--- config.mk ---
export PLATFORM = sky130hd
export DESIGN_NAME = frame_unpacker_80m
export DESIGN_NICKNAME = d
export VERILOG_FILES = /design/src/rtl/frame_unpacker_80m.sv
export SDC_FILE = /design/constraint.sdc
export NUM_CORES = 1
export LEC_CHECK = 0
export CORE_MARGIN = 2
export CORE_UTILIZATION = 55
export CTS_BUF_LIST = sky130_fd_sc_hd__clkbuf_16
export CTS_CLUSTER_DIAMETER = 40
export DETAILED_ROUTE_END_ITERATION = 10
export PLACE_DENSITY = 0.84
export SYNTH_ARGS = -nofsm -noshare
export SYNTH_HDL_FRONTEND = slang
export SYNTH_SLANG_ARGS = --single-unit
--- constraint.sdc ---
create_clock -name clk -period 5.9 [get_ports clk]
set_input_delay 1.77 -clock clk [delete_from_list [all_inputs] [get_ports clk]]
set_output_delay 1.77 -clock clk [all_outputs]
set_load 0.1 [all_outputs]
--- src/rtl/frame_unpacker_80m.sv ---
// Receive-side link frame unpacker: hunts for SYNC, collects 56-bit frames MSB-first,
// checks CRC8 over {CNT, DATA} and publishes good samples with counter-gap detection.
module frame_unpacker_80m #(
  parameter logic [7:0] SYNC_BYTE = 8'hA5,
  parameter logic [7:0] CRC_POLY  = 8'h07,
  parameter logic [7:0] CRC_INIT  = 8'h00
) (
  input  logic        clk,
  input  logic        rst_n,
  input  logic        rx_bit,
  input  logic        rx_bit_valid,
  output logic [31:0] sample_data,
  output logic [7:0]  sample_cnt,
  output logic        sample_valid,
  output logic        crc_err,
  output logic        cnt_gap,
  output logic        locked,
  output logic [15:0] crc_err_cnt
);

  typedef enum logic {S_HUNT, S_RECV} state_t;

  state_t      state, state_next;
  logic [7:0]  window;
  logic [3:0]  fill;
  logic [5:0]  bit_cnt;
  logic [46:0] payload;
  logic [7:0]  last_cnt;

  logic [7:0]  win_shift;
  logic        sync_hit;
  logic        last_bit;
  logic [47:0] frame_word;
  logic        crc_ok;

  // MSB-first CRC8 over {CNT, DATA}, no reflection, no final XOR.
  function automatic logic [7:0] crc8(input logic [39:0] d);
    logic [7:0]  c;
    logic [39:0] sh;
    c  = CRC_INIT;
    sh = d;
    for (int unsigned i = 0; i < 40; i++) begin
      if (c[7] ^ sh[39]) c = (c << 1) ^ CRC_POLY;
      else               c = c << 1;
      sh = sh << 1;
    end
    return c;
  endfunction

  // The fill guard keeps the cleared window from matching a SYNC of all zeros.
  assign win_shift  = {window[6:0], rx_bit};
  assign sync_hit   = (fill >= 4'd7) && (win_shift == SYNC_BYTE);
  assign last_bit   = (bit_cnt == 6'd47);
  assign frame_word = {payload, rx_bit};
  assign crc_ok     = (crc8(frame_word[47:8]) == frame_word[7:0]);

  always_ff @(posedge clk or negedge rst_n) begin
    if (!rst_n) state <= S_HUNT;
    else        state <= state_next;
  end

  always_comb begin
    state_next = state;
    case (state)
      S_HUNT: if (rx_bit_valid && sync_hit) state_next = S_RECV;
      S_RECV: if (rx_bit_valid && last_bit) state_next = S_HUNT;
      default: state_next = S_HUNT;
    endcase
  end

  always_ff @(posedge clk or negedge rst_n) begin
    if (!rst_n) begin
      window       <= '0;
      fill         <= '0;
      bit_cnt      <= '0;
      payload      <= '0;
      last_cnt     <= '0;
      sample_data  <= '0;
      sample_cnt   <= '0;
      sample_valid <= 1'b0;
      crc_err      <= 1'b0;
      cnt_gap      <= 1'b0;
      locked       <= 1'b0;
      crc_err_cnt  <= '0;
    end else begin
      sample_valid <= 1'b0;
      crc_err      <= 1'b0;
      cnt_gap      <= 1'b0;
      if (rx_bit_valid) begin
        case (state)
          S_HUNT: begin
            window <= win_shift;
            if (fill != 4'd8) fill <= fill + 4'd1;
            if (sync_hit) bit_cnt <= '0;
          end
          S_RECV: begin
            payload <= frame_word[46:0];
            bit_cnt <= bit_cnt + 6'd1;
            if (last_bit) begin
              // Restart the hunt from scratch so a bad frame's bits are never re-scanned.
              window <= '0;
              fill   <= '0;
              if (crc_ok) begin
                sample_valid <= 1'b1;
                sample_data  <= frame_word[39:8];
                sample_cnt   <= frame_word[47:40];
                cnt_gap      <= locked && (frame_word[47:40] != last_cnt + 8'd1);
                last_cnt     <= frame_word[47:40];
                locked       <= 1'b1;
              end else begin
                crc_err <= 1'b1;
                locked  <= 1'b0;
                if (crc_err_cnt != '1) crc_err_cnt <= crc_err_cnt + 16'd1;
              end
            end
          end
          default: ;
        endcase
      end
    end
  end

endmodule
[Word-level counts from Yosys, hierarchy flattened]
Index checks and enable logic that the tools add are counted.
Storage, ports and cells
  flip-flop bits (word level): 125
  output and inout bits: 60
  input port bits: 4
  word-level logic and storage cells: 179
Operators by class
  $lt $le $gt $ge: 1
  reduce and logical (&&, ||, !) cells: 11
  $add $sub $neg: 4
  bitwise logic cells: 80
  mux-type cells: 62
  equal/unequal tests: 9
Operator list (number)
  2-to-1 mux 3 bit: 40
  NOT 3 bit: 39
  XOR 1 bit: 34
  adder 16 x 1 -> 16 bit, second input constant: 1
  inequality test 16 bit, second input constant: 1
  2-to-1 mux 1 bit: 14
  one-hot mux 7 bit (2 select lines): 1
  one-hot mux 6 bit (2 select lines): 1
  adder 8 x 1 -> 8 bit, second input constant: 1
  equality test 8 bit: 1
  equality test 8 bit, second input constant: 1
  2-to-1 mux 4 bit: 2
  inequality test 8 bit: 1
  one-hot mux 4 bit (2 select lines): 1
  2-to-1 mux 7 bit: 1
  adder 6 x 1 -> 6 bit, second input constant: 1
  equality test 6 bit, second input constant: 1
  2-to-1 mux 6 bit: 1
  AND reduction 2 bit: 3
  AND reduction 3 bit: 2
  AND reduction 5 bit: 1
  XOR 1 bit, first input constant: 5
  adder 4 x 1 -> 4 bit, second input constant: 1
  greater-or-equal comparator 4 x 3 -> 1 bit, second input constant: 1
  other kinds (7): 12

[Depth between registers and ports, before layout]
Gate-level depths: netlist (run 1).
  word-level depth: 84
  mapped depth: 12
  mapped depth without buffers: 10

[Worst setup path before layout (run 1)]
OpenSTA, ideal clock, no wires.
  kind: register to register
  start: register payload[44]
  end: register sample_cnt[2]
  data arrival time: 3962 ps
  setup slack: 1809 ps
  path buffers: 2
  required time: 5772 ps
  cell stages (with the launch flop): 13
  cells stage by stage: dfrtp_1 -> buf_4 -> xor2_1 -> xnor3_1 -> xnor3_2 -> xor3_1 -> xor3_1 -> or3_1 -> a221oi_2 -> o221ai_2 -> nor2_4 -> buf_6 -> mux2_1
Between the ends
  word-level cells in the longest chain between the ends: 32
  elaborated cells on any way between the ends: 96
  classes of those cells: eq/ne: 1; mux: 34; bitwise: 60; reduce/logical: 1
RTL lines
  start: declaration: line 27  | logic [46:0] payload;
  start signal: assignment: line 97  | payload <= frame_word[46:0];
  XOR 1 bit *: line 43  | if (c[7] ^ sh[39]) c = (c << 1) ^ CRC_POLY;
  2-to-1 mux 3 bit *: line 43
  NOT 3 bit (no line)
  2-to-1 mux 3 bit: line 43
  NOT 3 bit (no line)
  2-to-1 mux 3 bit: line 43
  XOR 1 bit: line 43
  2-to-1 mux 3 bit: line 43
  [... 16 more ...]
  XOR 1 bit: line 43
  2-to-1 mux 3 bit: line 43
  NOT 3 bit (no line)
  2-to-1 mux 3 bit: line 43
  NOT 3 bit (no line)
  2-to-1 mux 3 bit: line 43
  equality test 8 bit *: line 55  | assign crc_ok = (crc8(frame_word[47:8]) == frame_word[7:0]);
  AND reduction 4 bit (no line) *
  end signal: assignment: line 106  | sample_cnt <= frame_word[47:40];
  end: declaration: line 13  | output logic [7:0] sample_cnt,
Mark *: on every way between the ends. The rest lies on a longest branch, timed or not.
A chain may end at the register's enable or synchronous reset.

[Worst setup path after layout (run 1)]
  start: register payload[44]
  end: register sample_data[12]
Between the ends
  word-level cells in the longest chain between the ends: 32
  elaborated cells on any way between the ends: 96
  classes of those cells: eq/ne: 1; mux: 34; bitwise: 60; reduce/logical: 1
RTL lines
  XOR 1 bit *: line 43
  2-to-1 mux 3 bit *: line 43
  NOT 3 bit (no line)
  2-to-1 mux 3 bit: line 43
  NOT 3 bit (no line)
  2-to-1 mux 3 bit: line 43
  XOR 1 bit: line 43
  2-to-1 mux 3 bit: line 43
  [... 16 more ...]
  XOR 1 bit: line 43
  2-to-1 mux 3 bit: line 43
  NOT 3 bit (no line)
  2-to-1 mux 3 bit: line 43
  NOT 3 bit (no line)
  2-to-1 mux 3 bit: line 43
  equality test 8 bit *: line 55
  AND reduction 4 bit (no line) *
  end signal: assignment: line 105  | sample_data <= frame_word[39:8];
  end: declaration: line 12  | output logic [31:0] sample_data,
Marks and branches as above.

==> reports/qor.csv, run 1 <==
stage,metric,value,unit
sta,tns,0,ns
run_status,status,finished with violations,
sta,fin_crit,5.02,ns
clock_network,cts_resized,0,
floorplan,dieHeight,113,µm
routing,num_vias,4019,
finish,area_growth,19.1,%
routing,route.met2.wl,6.25,mm
placement,io_buffer_count,63,
clock_network,path_clk_slew,0.05,ns
min_path,hp-class,reg -> reg,
worst_setup_path,r2r-end,sample_data[12]$_DFFE_PN0P_,
synth,async_flop_share,1.00,
clock_network,worstSkewPairLatency,0.42,ns
synth,syn_area,6550,µm²
synth,yosysWarnings,0,
sta,timing.final.crit_share,0.850,
min_path,worstHoldPathCells,1,
sta,slew_headroom,0.342,
placement,pre_cts_ws,0.845,ns
global_route,grt_start_max_net_pins,54,
floorplan,rows,39,
sta,rsz0062_at_grt,no,
floorplan,floorplan.initialDensity,0.569,
sta,setup_viol,0,
synth,synth_ff_type,dfrtp_1,
floorplan,die_w,113,µm
worst_setup_path,path_max_fanout,23,
sta,drv_slew,0,
synth,seq_area_frac_synth,0.478,
min_path,hp-start,sample_data[30]$_DFFE_PN0P_,
synth,synth_fp_nets,498,
worst_setup_path,crit_path_cell_trace,"xor2_1, xnor3_1, xnor3_2, xor3_1, xor3_1, or3_1, a221oi_2, o221ai_2, nor2_4, buf_12, mux2_1",
worst_setup_path,cpPeakStageDelay,0.63,ns
global_route,antenna_found_initial,0,
run_status,violations,design-rule violations,
worst_setup_path,startpoint_type,flop,
routing,top_layer,met4,
clock_network,cts_buffers,17,
clock_network,post_cts_buffers,0,
routing,m1WireLength,5.52,mm
worst_setup_path,worstSetupPathType,reg -> reg,
finish,num_antenna_cells,0,
placement,dp_hpwl,8.84,mm
routing,routed_wl,12.5,mm
finish,fin_nets,563,
global_route,grt_pass1_vias,4327,
clock_network,cts.sinks,125,
global_route,grt_remaining_overflow,0,
clock_network,ctsHoldBuffers,0,
sta,worst_pin_slew,0.984,ns
power,p_total,4.51,mW
sta,final_hold_viol_count,0,
worst_setup_path,cp_slowest_cell,nor2_4,
sta,worst_slack,0.882,ns
floorplan,core,11500,µm²
finish,drive_above_1_share,0.155,
min_path,hold_end,sample_data[30]$_DFFE_PN0P_,
worst_setup_path,cp_top_family,XOR/XNOR gates,
sta,clock_skew,0.00663,ns
routing,drt_iter0_markers,253,
routing,antenna_left,0,
placement,routabilityCongestion,0.851,
worst_setup_path,crit_path_end_kind,flop,
routing,first_pass_iters,7,
clock_network,cts_root_buf,clkbuf_16,
routing,met3_length,450,µm
synth,synthesis.instances,489,
clock_network,cts_max_path_buffers,2,
floorplan,die-area,12800,µm²
sta,max_freq,199,MHz
worst_setup_path,critical_path_arrival,5.31,ns
clock_network,cts_tree,yes,
worst_setup_path,crit_buf_inv,1,
routing,drc,3,
worst_setup_path,r2r_cells,11,
routing,wl_per_cell,17.7,µm
worst_setup_path,critPathRequiredTime,6.19,ns
global_route,grt_pass1_wl,21.3,mm
synth,ys_ff_latch,125,
clock_network,htree_levels,4,
power,ir_drop,0.546,mV
job,drv_cap,0,
power,power.density,578,nW/µm²
worst_setup_path,crit_top_cell,xor3_1,
routing,vias_per_cell,5.67,
synth,yosysUniqueCellTypes,47,
worst_setup_path,regToRegSetupSlack,0.88,ns
power,p_leak,3.69,nW
global_route,grt_usage,0.215,
synth,synth_edf_count,0,
floorplan,ios,64,
synth,syn_area_per_cell,13.4,µm²
worst_setup_path,rr_startpoint,payload[44]$_DFFE_PN0P_,
## metrics by stage
stage | instance area (µm²) | hold slack [ns] | util | std cells
after CTS | 7800 | 0.488 | 0.677 | 709
after global routing | 7800 | 0.504 | 0.677 | 709
after floorplan | 6550 | 0.467 | - | 489
after global placement | 7290 | 0.467 | 0.633 | 678
final | 7800 | 0.483 | 0.677 | 709
after detailed placement | 7290 | 0.477 | 0.633 | 678
## where the power goes
group	total, mW	internal (mW)	leakage (nW)	switching (mW)
clock	0.906	0.559	0.263	0.347
combinational	2.45	1.36	1.75	1.08
sequential	1.16	0.985	1.68	0.172
total	4.51	2.91	3.69	1.60
## cell type report
| class | count | area [µm²] |
|---|---|---|
| well taps | 143 | 179 |
| repair buffers | 67 | 671 |
| fillers | 816 | 3710 |
| flip-flops and latches | 125 | 3130 |
| clock buffers | 17 | 425 |
| clock inverters | 14 | 90.1 |
| inverters | 3 | 11.3 |
| multi-input cells | 340 | 3300 |
## placed cells by master, fill, tap and decap left out, types with 11 or more instances in the layout
| master | instances |
|---|---|
| dfrtp_1 | 125 |
| xnor2_1 | 71 |
| clkdlybuf4s50_1 | 62 |
| mux2_2 | 52 |
| mux2_1 | 37 |
| xnor3_1 | 24 |
| xor2_1 | 19 |
| nand3_1 | 17 |
| clkbuf_16 | 17 |
| nand2_1 | 16 |
| nor2_1 | 14 |
| and3_1 | 13 |
| nand4_1 | 11 |
## registers in the layout (all words and copies together) (netlist names)
name and count:
crc_err 1, crc_err_cnt 16, fill 4, payload 47, sample_valid 1, sample_cnt 8, locked 1, state 1
window 7, sample_data 32, cnt_gap 1, bit_cnt 6
## cells in the mapped netlist (2+ instances only)
cell	count	area (µm²)
dfrtp_1	125	3130
xnor2_1	71	622
mux2_2	52	586
mux2_1	37	417
xnor3_1	24	541
xor2_1	19	166
nand2_1	17	63.8
nand3_1	17	85.1
nor2_1	14	52.6
and3_1	13	81.3
nand4_1	11	68.8
clkbuf_1	8	30.0
a22o_1	7	61.3
a21oi_1	5	25.0
and2_1	5	31.3
buf_1	5	18.8
ha_1	5	62.6
xor3_1	5	119
buf_6	4	45.0
o21ai_0	4	20.0
buf_2	3	15.0
inv_1	3	11.3
or2_2	3	18.8
or3_1	3	18.8
a21o_1	2	15.0
mux2i_1	2	20.0
nor2b_1	2	12.5
nor3b_1	2	15.0
nor4bb_1	2	20.0
o211ai_1	2	15.0
## logic make-up (layout without fill, tap and decap cells)
| logic type | count (synthesis) | in the layout | synth area share |
|---|---|---|---|
| and+or+nand+nor | 94 | 94 | 0.0777 |
| xor gates and xnor gates | 120 | 120 | 0.225 |
| muxes | 91 | 91 | 0.156 |
| buffers and inverters | 24 | 101 | 0.0195 |
| adders and majority gates | 5 | 5 | 0.00955 |
| DFF | 125 | 125 | 0.478 |
| AOI/OAI and AO/OA | 30 | 30 | 0.0350 |
## worst max-delay path by stage
stage,to,depth (start not counted),startpoint,slack (ns)
floorplan,sample_cnt[2]$_DFFE_PN0P_,12,payload[44]$_DFFE_PN0P_,1.81
global placement,sample_data[15]$_DFFE_PN0P_,11,payload[43]$_DFFE_PN0P_,1.07
detailed placement,sample_data[21]$_DFFE_PN0P_,11,payload[44]$_DFFE_PN0P_,0.84
CTS,sample_data[21]$_DFFE_PN0P_,11,payload[44]$_DFFE_PN0P_,0.82
global route,sample_data[21]$_DFFE_PN0P_,11,payload[44]$_DFFE_PN0P_,0.56
finish,sample_data[12]$_DFFE_PN0P_,11,payload[44]$_DFFE_PN0P_,0.88
## per-layer routing
layer  vias to the layer above  global-route usage
met2                        76               0.350
met3                        27              0.0514
li1                       1857                   -
met4                         0               0.100
met1                      2059               0.273
met5                         -                   0
Power figures use the tool's default switching activity.
==> run 2: changes to the inputs <==
Settings changed: CTS_CLUSTER_DIAMETER 40 to 200.
==> results of run 2 <==
Final layout, timing and power as in run 1 (identical DEF).
